`src/rtl/ysyx_25040129_mmem_arbiter_pkg.sv`:
```
// Shared definitions for the main-memory arbiter and the memory module.
// Holds the read/write size codes carried on the mem_* request fields and the
// arbiter state encoding.
package ysyx_25040129_mmem_arbiter_pkg;

  // Read-size codes (3 bits)
  localparam logic [2:0] NO_MEM_READ     = 3'd0;
  localparam logic [2:0] MEM_READ_BYTE   = 3'd1;
  localparam logic [2:0] MEM_READ_HALF   = 3'd2;
  localparam logic [2:0] MEM_READ_WORD   = 3'd3;
  localparam logic [2:0] MEM_READ_BYTE_U = 3'd4;
  localparam logic [2:0] MEM_READ_HALF_U = 3'd5;

  // Write-size codes (2 bits)
  localparam logic [1:0] NO_MEM_WRITE    = 2'd0;
  localparam logic [1:0] MEM_WRITE_BYTE  = 2'd1;
  localparam logic [1:0] MEM_WRITE_HALF  = 2'd2;
  localparam logic [1:0] MEM_WRITE_WORD  = 2'd3;

  // Arbiter states
  typedef enum logic [1:0] {
    StIdle    = 2'd0,
    StWaitIfu = 2'd1,
    StWaitLsu = 2'd2
  } arb_state_e;

endpackage

```
`src/rtl/ysyx_25040129_rr_pick2.sv`:
```
// Combinational 2-way round-robin selector.
//   req_i[1:0]    : request vector, bit 0 = IFU, bit 1 = LSU
//   last_grant_i  : master granted last (0 = IFU, 1 = LSU)
//   gnt_o[1:0]    : one-hot grant (all-zero when no request)
module ysyx_25040129_rr_pick2 (
  input  logic [1:0] req_i,
  input  logic       last_grant_i,
  output logic [1:0] gnt_o
);

  always_comb begin
    gnt_o = req_i;
    // On a tie the master that did not win last time gets the grant.
    if (&req_i) begin
      gnt_o = last_grant_i ? 2'b01 : 2'b10;
    end
  end

endmodule

```
`src/rtl/ysyx_25040129_mmem_arbiter.sv`:
```
// Two-master, one-slave main-memory arbiter (IFU word reads, LSU sized reads
// and writes). One transaction at a time, round-robin on ties, grant held
// until the response handshake completes.
//   clk/rst          : clock, synchronous active-low reset
//   ifu_req_* / ifu_rsp_* : IFU request (address) and response (read data)
//   lsu_req_* / lsu_rsp_* : LSU request (size codes, address, data), response
//   mem_req_* / mem_rsp_* : shared memory port
//   timeout_err      : sticky flag, a wait state saw no response for
//                      TIMEOUT_CYCLES cycles (0 disables the watchdog)
module ysyx_25040129_mmem_arbiter
  import ysyx_25040129_mmem_arbiter_pkg::*;
#(
  parameter int unsigned ADDR_W         = 32,
  parameter int unsigned DATA_W         = 32,
  parameter int unsigned TIMEOUT_CYCLES = 1024
) (
  input  logic              clk,
  input  logic              rst,
  input  logic              ifu_req_valid,
  output logic              ifu_req_ready,
  input  logic [ADDR_W-1:0] ifu_addr,
  output logic              ifu_rsp_valid,
  input  logic              ifu_rsp_ready,
  output logic [DATA_W-1:0] ifu_rdata,
  input  logic              lsu_req_valid,
  output logic              lsu_req_ready,
  input  logic [2:0]        lsu_read,
  input  logic [1:0]        lsu_write,
  input  logic [ADDR_W-1:0] lsu_addr,
  input  logic [DATA_W-1:0] lsu_wdata,
  output logic              lsu_rsp_valid,
  input  logic              lsu_rsp_ready,
  output logic [DATA_W-1:0] lsu_rdata,
  output logic              mem_req_valid,
  input  logic              mem_req_ready,
  output logic [2:0]        mem_read,
  output logic [1:0]        mem_write,
  output logic [ADDR_W-1:0] mem_addr,
  output logic [DATA_W-1:0] mem_wdata,
  input  logic              mem_rsp_valid,
  output logic              mem_rsp_ready,
  input  logic [DATA_W-1:0] mem_rdata,
  output logic              timeout_err
);

  localparam int unsigned CntW = (TIMEOUT_CYCLES > 0) ? $clog2(TIMEOUT_CYCLES + 1) : 1;
  localparam logic [CntW-1:0] CntMax = CntW'(TIMEOUT_CYCLES);

  arb_state_e      state_q, state_d;
  logic            last_grant_q, last_grant_d;
  logic [CntW-1:0] cnt_q, cnt_d;
  logic            err_q, err_d;
  logic [1:0]      gnt;
  logic            req_hs;

  ysyx_25040129_rr_pick2 u_pick (
    .req_i       ({lsu_req_valid, ifu_req_valid}),
    .last_grant_i(last_grant_q),
    .gnt_o       (gnt)
  );

  always_comb begin
    state_d       = state_q;
    last_grant_d  = last_grant_q;
    mem_req_valid = 1'b0;
    mem_read      = NO_MEM_READ;
    mem_write     = NO_MEM_WRITE;
    mem_addr      = '0;
    mem_wdata     = '0;
    ifu_req_ready = 1'b0;
    lsu_req_ready = 1'b0;
    ifu_rsp_valid = 1'b0;
    ifu_rdata     = '0;
    lsu_rsp_valid = 1'b0;
    lsu_rdata     = '0;
    mem_rsp_ready = 1'b0;
    req_hs        = 1'b0;
    case (state_q)
      StIdle: begin
        if (gnt[0]) begin
          mem_req_valid = 1'b1;
          mem_read      = MEM_READ_WORD;
          mem_addr      = ifu_addr;
          ifu_req_ready = mem_req_ready;
        end else if (gnt[1]) begin
          // Forwarded as-is, even with both codes "none".
          mem_req_valid = 1'b1;
          mem_read      = lsu_read;
          mem_write     = lsu_write;
          mem_addr      = lsu_addr;
          mem_wdata     = lsu_wdata;
          lsu_req_ready = mem_req_ready;
        end
        req_hs = mem_req_valid & mem_req_ready;
        if (req_hs) begin
          state_d      = gnt[0] ? StWaitIfu : StWaitLsu;
          last_grant_d = gnt[1];
        end
      end
      StWaitIfu: begin
        ifu_rsp_valid = mem_rsp_valid;
        ifu_rdata     = mem_rdata;
        mem_rsp_ready = ifu_rsp_ready;
        if (mem_rsp_valid && ifu_rsp_ready) state_d = StIdle;
      end
      StWaitLsu: begin
        lsu_rsp_valid = mem_rsp_valid;
        lsu_rdata     = mem_rdata;
        mem_rsp_ready = lsu_rsp_ready;
        if (mem_rsp_valid && lsu_rsp_ready) state_d = StIdle;
      end
      default: state_d = StIdle;
    endcase
  end

  // Watchdog: counts response-less wait cycles, saturating at the limit.
  always_comb begin
    cnt_d = cnt_q;
    err_d = err_q;
    if (req_hs) begin
      cnt_d = '0;
    end else if ((TIMEOUT_CYCLES != 0) && (state_q != StIdle) && !mem_rsp_valid &&
                 (cnt_q != CntMax)) begin
      cnt_d = cnt_q + 1'b1;
      if (cnt_d == CntMax) err_d = 1'b1;
    end
  end

  always_ff @(posedge clk) begin
    if (!rst) begin
      state_q      <= StIdle;
      last_grant_q <= 1'b1;
      cnt_q        <= '0;
      err_q        <= 1'b0;
    end else begin
      state_q      <= state_d;
      last_grant_q <= last_grant_d;
      cnt_q        <= cnt_d;
      err_q        <= err_d;
    end
  end

  assign timeout_err = err_q;

endmodule

```
`config.mk`:
```
export PLATFORM = sky130hd
export DESIGN_NAME = ysyx_25040129_mmem_arbiter
export DESIGN_NICKNAME = d
export VERILOG_FILES = /design/src/rtl/ysyx_25040129_mmem_arbiter_pkg.sv /design/src/rtl/ysyx_25040129_rr_pick2.sv /design/src/rtl/ysyx_25040129_mmem_arbiter.sv
export SDC_FILE = /design/constraint.sdc
export NUM_CORES = 1
export LEC_CHECK = 0
export CAP_MARGIN = 20
export CORE_AREA = 2 2 109 111
export DETAILED_ROUTE_END_ITERATION = 7
export DIE_AREA = 0 0 111 113
export GPL_ROUTABILITY_DRIVEN = 1
export SYNTH_ARGS = -nofsm -noshare
export SYNTH_HDL_FRONTEND = slang
export SYNTH_SLANG_ARGS = --single-unit
```
`constraint.sdc`:
```
create_clock -name clk -period 2.8 [get_ports clk]
set_clock_uncertainty 0.15 [all_clocks]
set_input_delay 0.56 -clock clk [delete_from_list [all_inputs] [get_ports clk]]
set_output_delay 0.56 -clock clk [all_outputs]
set_load 0.01 [all_outputs]
```
# == Yosys cells after proc, flatten, opt, wreduce, memory -nomap -nowiden ==
# Index checks and enable logic that the tools add are counted.
# word_totals
ff_bits,15
in_bits,141
out_inout_bits,140
elab_cells,61
# op_classes
add_sub_neg,1
eq_ne,7
muxes,34
n_bitwise,3
reduce_logical,12
# ops
operator,n
$mux 32,8
$mux 2,9
$mux 1,12
$add 11x1->11 const B,1
$eq 11x11->1 const B,1
$ne 11x11->1 const B,1
$mux 3,3
$ne 2x2->1 const B,3
$pmux 2 s3,1
$reduce_and 3->1,2
$logic_and 1x1->1,4
$reduce_and 2->1,2
$eq 2x1->1 const B,1
$eq 2x2->1 const B,1
$logic_not 2->1,1
$not 1->1,2
$pmux 1 s2,1
$reduce_bool 2->1,1
$reduce_or 2->1,1
$and 1x1->1,1
$logic_not 1->1,1

# == Depth between registers and ports, before layout ==
# depth
ltp_word,9
mapped_depth,8
depth_no_buf,6

# == Cells and area by module ==
# A second synthesis with hierarchy kept.
# unflattened
hier_cells,274
hier_area_um2,1941.9
# modules_own_cells
module,n_inst,cells_each,area_per_inst_um2,seq_area_each_um2
ysyx_25040129_mmem_arbiter,1,271,1923.1,300.3
ysyx_25040129_rr_pick2,1,3,18.8,0.0

# == Least setup slack after synthesis ==
# OpenSTA, ideal clock, no wires.
# synth_timing
path_kind,register to output
from,register state_q[0]
to,output mem_wdata[12]
arrival_ns,1.614
t_required_ns,2.090
setup_slack_ns,0.476
stages_incl_launch_ff,9
n_path_buf,3
path_cell_list,dfxtp_1 inv_1 ha_1 buf_2 nand2_1 a21oi_1 buf_2 clkbuf_1 and2_1
# synth_via
elab_chain_cells,2
# synth_rtl
item,line,source
"start, declared",ysyx_25040129_mmem_arbiter.sv:49,"arb_state_e state_q, state_d;"
"start signal, assigned",ysyx_25040129_mmem_arbiter.sv:131,state_q <= StIdle;
"start signal, assigned",ysyx_25040129_mmem_arbiter.sv:136,state_q <= state_d;
$logic_not 2->1,ysyx_25040129_mmem_arbiter.sv:78,case (state_q)
$mux 32,ysyx_25040129_mmem_arbiter.sv:78,
"end, declared",ysyx_25040129_mmem_arbiter.sv:39,"output logic [DATA_W-1:0] mem_wdata,"
# Every way passes these cells.

# == Final worst setup path ==
# layout_timing
from,input lsu_req_valid
to,output mem_addr[19]
# layout_via
elab_chain_cells,5
# layout_rtl
item,line,source
"start, declared",ysyx_25040129_mmem_arbiter.sv:25,"input logic lsu_req_valid,"
$reduce_and 2->1,ysyx_25040129_rr_pick2.sv:14,if (&req_i) begin
$mux 2 *,ysyx_25040129_rr_pick2.sv:14,
$mux 32,ysyx_25040129_mmem_arbiter.sv:85,end else if (gnt[1]) begin
$mux 32 *,ysyx_25040129_mmem_arbiter.sv:80,if (gnt[0]) begin
$mux 32 *,ysyx_25040129_mmem_arbiter.sv:78,
"end, declared",ysyx_25040129_mmem_arbiter.sv:38,"output logic [ADDR_W-1:0] mem_addr,"
# Every way passes the cells marked *; elsewhere a longest branch is shown, timed or not.

==> results.md <==
- The run finished with clean final reports.
- The clock latency of the later-clocked register in the worst-skew pair is 0.25 ns.
- In this run the tightest slew margin relative to its limit is 0.655.
- The delay contributed by the slowest stage of the critical path is 0.53 ns.
- For the worst setup path, the data required time is 2.09 ns.
- Ranked by total cell area, the synthesized netlist is headed by sky130_fd_sc_hd__and2_1 32%, sky130_fd_sc_hd__dfxtp_1 14%, sky130_fd_sc_hd__a22o_1 13%.
- Counting the buffers created by CTS gives 3.
- The floorplan has 39 rows.
- The endpoint arrival time on the critical path is 2.04 ns.
- At the end of the flow the core is filled with cells to 0.464.
- A synthesized cell averages 7.45 µm².
- The routed layout has 3146 vias.
- The initial standard-cell utilization of the core is 0.185.
- The prevailing post-synth register cell is sky130_fd_sc_hd__dfxtp_1.
- The number of pins exceeding their max-slew limit in the final report was 0.
- Fill cells in the final layout number 1136.
- From synthesis to final layout, the design area changed by 151%.
- The first global-routing pass estimated 20300 µm of wire.
- The cell total after placement is 693.
- In this run the vertical extent of the chip is 113 µm.
- TritonCTS built the clock tree.
- For this run, the top clock speed supported by timing is 364 MHz.
- Setup repair after global routing left no endpoint under its margin.
- The number of antenna violations at the first check in global routing came to 3.
- Of the post-synthesis cell area, the dominant cell type holds 0.318.
- Summing internal, switching and leakage power gives 1750 µW.
- Excluding fillers, the count of instances in the completed layout stands at 703.
- Across all hold checks on the routed design, the worst slack comes to 0.346 ns.
- The path category of the worst min-delay check is flip-flop to flip-flop.
- The via count of the first global-routing pass is 3187.
- The end point of the most critical hold path is timeout_err$_SDFFE_PN0P_.
- The cell area after technology mapping is 2090 µm².
- The cell depth of the worst min-delay path is 1.
- The number of nets in the synthesized netlist is 427.
- The unique cell type count in the Yosys netlist is 47.
- The antenna violation net count after detailed routing is 0.
- Counting instances in the post-synthesis netlist gives the leading cell types as 106 x sky130_fd_sc_hd__and2_1, 32 x sky130_fd_sc_hd__a22o_1, 17 x sky130_fd_sc_hd__clkbuf_1.
- The number of clock sinks is 15.
- The share of synthesized area occupied by flip-flops and latches is 0.144.
- The sum of routed wire length over all layers is 14100 µm.
- The signal on the critical path passes through dlygate4sd2_1 -> nand2b_1 -> and3_1 -> buf_12 -> a22o_1 -> clkdlybuf4s50_1.
- 281 I/O pins were placed.
- The critical path in this run is classified as input port to output port.
- In the final routed layout, each cell accounts on average for 20.1 µm.
- The number of cells produced by synthesis is 280.
- The startpoint of the worst hold path is timeout_err$_SDFFE_PN0P_.
- In this run the critical register-to-register path is captured at timeout_err$_SDFFE_PN0P_.
- Counting I/O delays and the setup requirement, the final critical path takes 2.75 ns.
- After clock tree synthesis, the flow added hold-fix buffers numbering 0.
- Of all nets on the critical path, the largest fanout is 34.
- The layout cell share with drive strength beyond 1 is 0.0769.
- The leakage power is 0.00235 µW.
- STA classifies the critical path endpoint as an output port.
- The number of detailed-routing iterations run before antenna repair is 4.
- The number of synthesis warnings is 0.
- The width of the chip is 111 µm.
- The net count of the finished layout is 707.
- Using the TritonRoute via totals, the vias-per-cell ratio works out to 4.48.
- The cell with the most instances after synthesis is sky130_fd_sc_hd__and2_1.
- The register clock-pin slew on the reported worst setup and hold paths is 0.05 ns.
- The number of flops mapped to enable cells by yosys is 0.
- Setup slack on the worst reg-to-reg path comes out at 0.59 ns.
- IR analysis of the VDD net gives a maximum drop of 0.200 mV.
- The final count of negative-setup-slack endpoints is 0.
- The tree is rooted in a sky130_fd_sc_hd__clkbuf_16.
- The half-perimeter wire length after placement is 12000 µm.
- The post-route fraction of the period consumed by the critical path is 0.982.
- In this run the number of H-tree levels came out at 1.
- The slowest library cell on the worst path is sky130_fd_sc_hd__clkdlybuf4s50_1.
- The maximum root-to-sink buffer count is 2.
- Routability-driven placement finished with a final weighted congestion of 0.810.
- The worst-case reg-to-reg path depth is 5.
- The initial DRC count is 155.
- The measured slew at the worst slew-check pin is 0.517 ns.
- The count of unresolved DRC violations after routing is 0.
- The largest net degree at the start of global routing is 36.
- The synthesized flop and latch total is 15.
- The count of buffers from port buffering is 280.
- In this run the standard cell core region covers 11300 µm².
- The power density normalized to cell area is 336 nW/µm².
- The startpoint of the most critical register-to-register path is cnt_q[1]$_SDFFE_PP0P_.
- STA classifies the critical path startpoint as an input port.
- The overall die area is 12500 µm².
- The synthesized design spends more area on one cell type than any other, namely sky130_fd_sc_hd__and2_1.
- Max-cap violations in this run came to 0.
- The final number of hold-violating endpoints was 0.
- The total overflow left after global routing is 0.
- Across every metal layer, demand over resource in global routing totals 0.212.
- Of all flip-flops after synthesis, the portion carrying an async set or reset was 0.
==> worst max-delay path by stage <==
stage / startpoint / slack [ns] / end / cells past startpoint
detailed placement: lsu_req_valid / -0.34 / mem_wdata[29] / 6
floorplan: state_q[0]$_SDFFE_PN0P_ / 0.48 / mem_wdata[12] / 8
finish: lsu_req_valid / 0.05 / mem_addr[19] / 6
CTS: state_q[0]$_SDFFE_PN0P_ / 0.003 / mem_addr[28] / 8
global placement: lsu_req_valid / -0.34 / mem_wdata[21] / 6
global route: lsu_req_valid / 0.007 / mem_addr[19] / 6
==> stage by stage <==
| step | instance area (µm²) | setup TNS [ns] | setup slack (ns) |
|---|---|---|---|
| 4_1_cts | 5210 | 0 | 0.00289 |
| 3_5_place_dp | 5100 | -18.94 | -0.344 |
| 6_report | 5230 | 0 | 0.0505 |
| 2_1_floorplan | 2090 | 0 | 0.476 |
| 5_1_grt | 5230 | 0 | 0.00662 |
| 3_3_place_gp | 5100 | -18.87 | -0.344 |
==> critical path: cells and delay by family <==
family,cells,cell delay [ns]
AND/OR/NAND/NOR,2,0.31
AO/OA/AOI/OAI,1,0.15
buffers and inverters,3,1.01
==> report_power, final <==
part / internal [µW] / switching, µW
Sequential: 223 / 10.1
Combinational: 715 / 523
Clock: 191 / 92.8
==> kinds of logic after synthesis <==
| logic type | Yosys count | share of synthesized area |
|---|---|---|
| flops | 15 | 0.144 |
| xor+xnor | 6 | 0.0252 |
| fa+ha+maj | 6 | 0.0360 |
| mux | 2 | 0.00960 |
| simple gates | 156 | 0.454 |
| compound gates | 66 | 0.269 |
| buf+inv | 29 | 0.0630 |
==> metal layers <==
layer / up-vias / wire length, µm / share of wire / track usage
li1: 1545 / - / - / -
met1: 1397 / 5910 / 0.42 / 0.262
met2: 184 / 6290 / 0.45 / 0.345
met3: 16 / 1690 / 0.12 / 0.0969
met4: 4 / 206 / 0.015 / 0.0375
met5: - / 23 / 0.0016 / 0
==> state kept, by name (all words and copies together) (netlist names) <==
register      cells
timeout_err       1
last_grant_q      1
state_q           2
cnt_q            11
==> cell usage in the layout, fill, tap and decap left out, types with 3 or more instances in the layout <==
master and n:
sky130_fd_sc_hd__clkdlybuf4s50_1 212, sky130_fd_sc_hd__and2_1 105, sky130_fd_sc_hd__dlygate4sd2_1 45, sky130_fd_sc_hd__a22o_1 32, sky130_fd_sc_hd__dfxtp_1 15, sky130_fd_sc_hd__dlymetal6s2s_1 15, sky130_fd_sc_hd__buf_4 14, sky130_fd_sc_hd__nand2_1 13
sky130_fd_sc_hd__nand3_1 6, sky130_fd_sc_hd__o21ai_0 5, sky130_fd_sc_hd__nor2_1 5, sky130_fd_sc_hd__ha_1 5, sky130_fd_sc_hd__buf_2 5, sky130_fd_sc_hd__inv_1 4, sky130_fd_sc_hd__a21oi_1 4, sky130_fd_sc_hd__nand4_1 4
sky130_fd_sc_hd__or4_1 4, sky130_fd_sc_hd__a21boi_0 3, sky130_fd_sc_hd__or3_1 3, sky130_fd_sc_hd__o211ai_1 3, sky130_fd_sc_hd__xor2_1 3, sky130_fd_sc_hd__xnor2_1 3, sky130_fd_sc_hd__clkbuf_16 3, sky130_fd_sc_hd__buf_12 3
==> timing repair <==
item | 4_1_cts | 5_1_grt
setup endpoints to repair | 71 | 20
buffers inserted | 4 | 0
resized for setup | 78 | 18
gates cloned | 2 | 0
==> final cells by class <==
cell class | count | area (µm²) | share of cell area
Sequential cell | 15 | 300 | 0.0574
Timing Repair Buffer | 299 | 2970 | 0.567
Clock buffer | 3 | 75.1 | 0.0144
Multi-Input combinational cell | 236 | 1680 | 0.322
Clock inverter | 1 | 5.00 | 0.000957
Inverter | 5 | 18.8 | 0.00359
Antenna cell | 1 | 2.50 | 0.000479
Tap cell | 143 | 179 | 0.0342
Note: power is estimated with default switching activity, not from simulation.
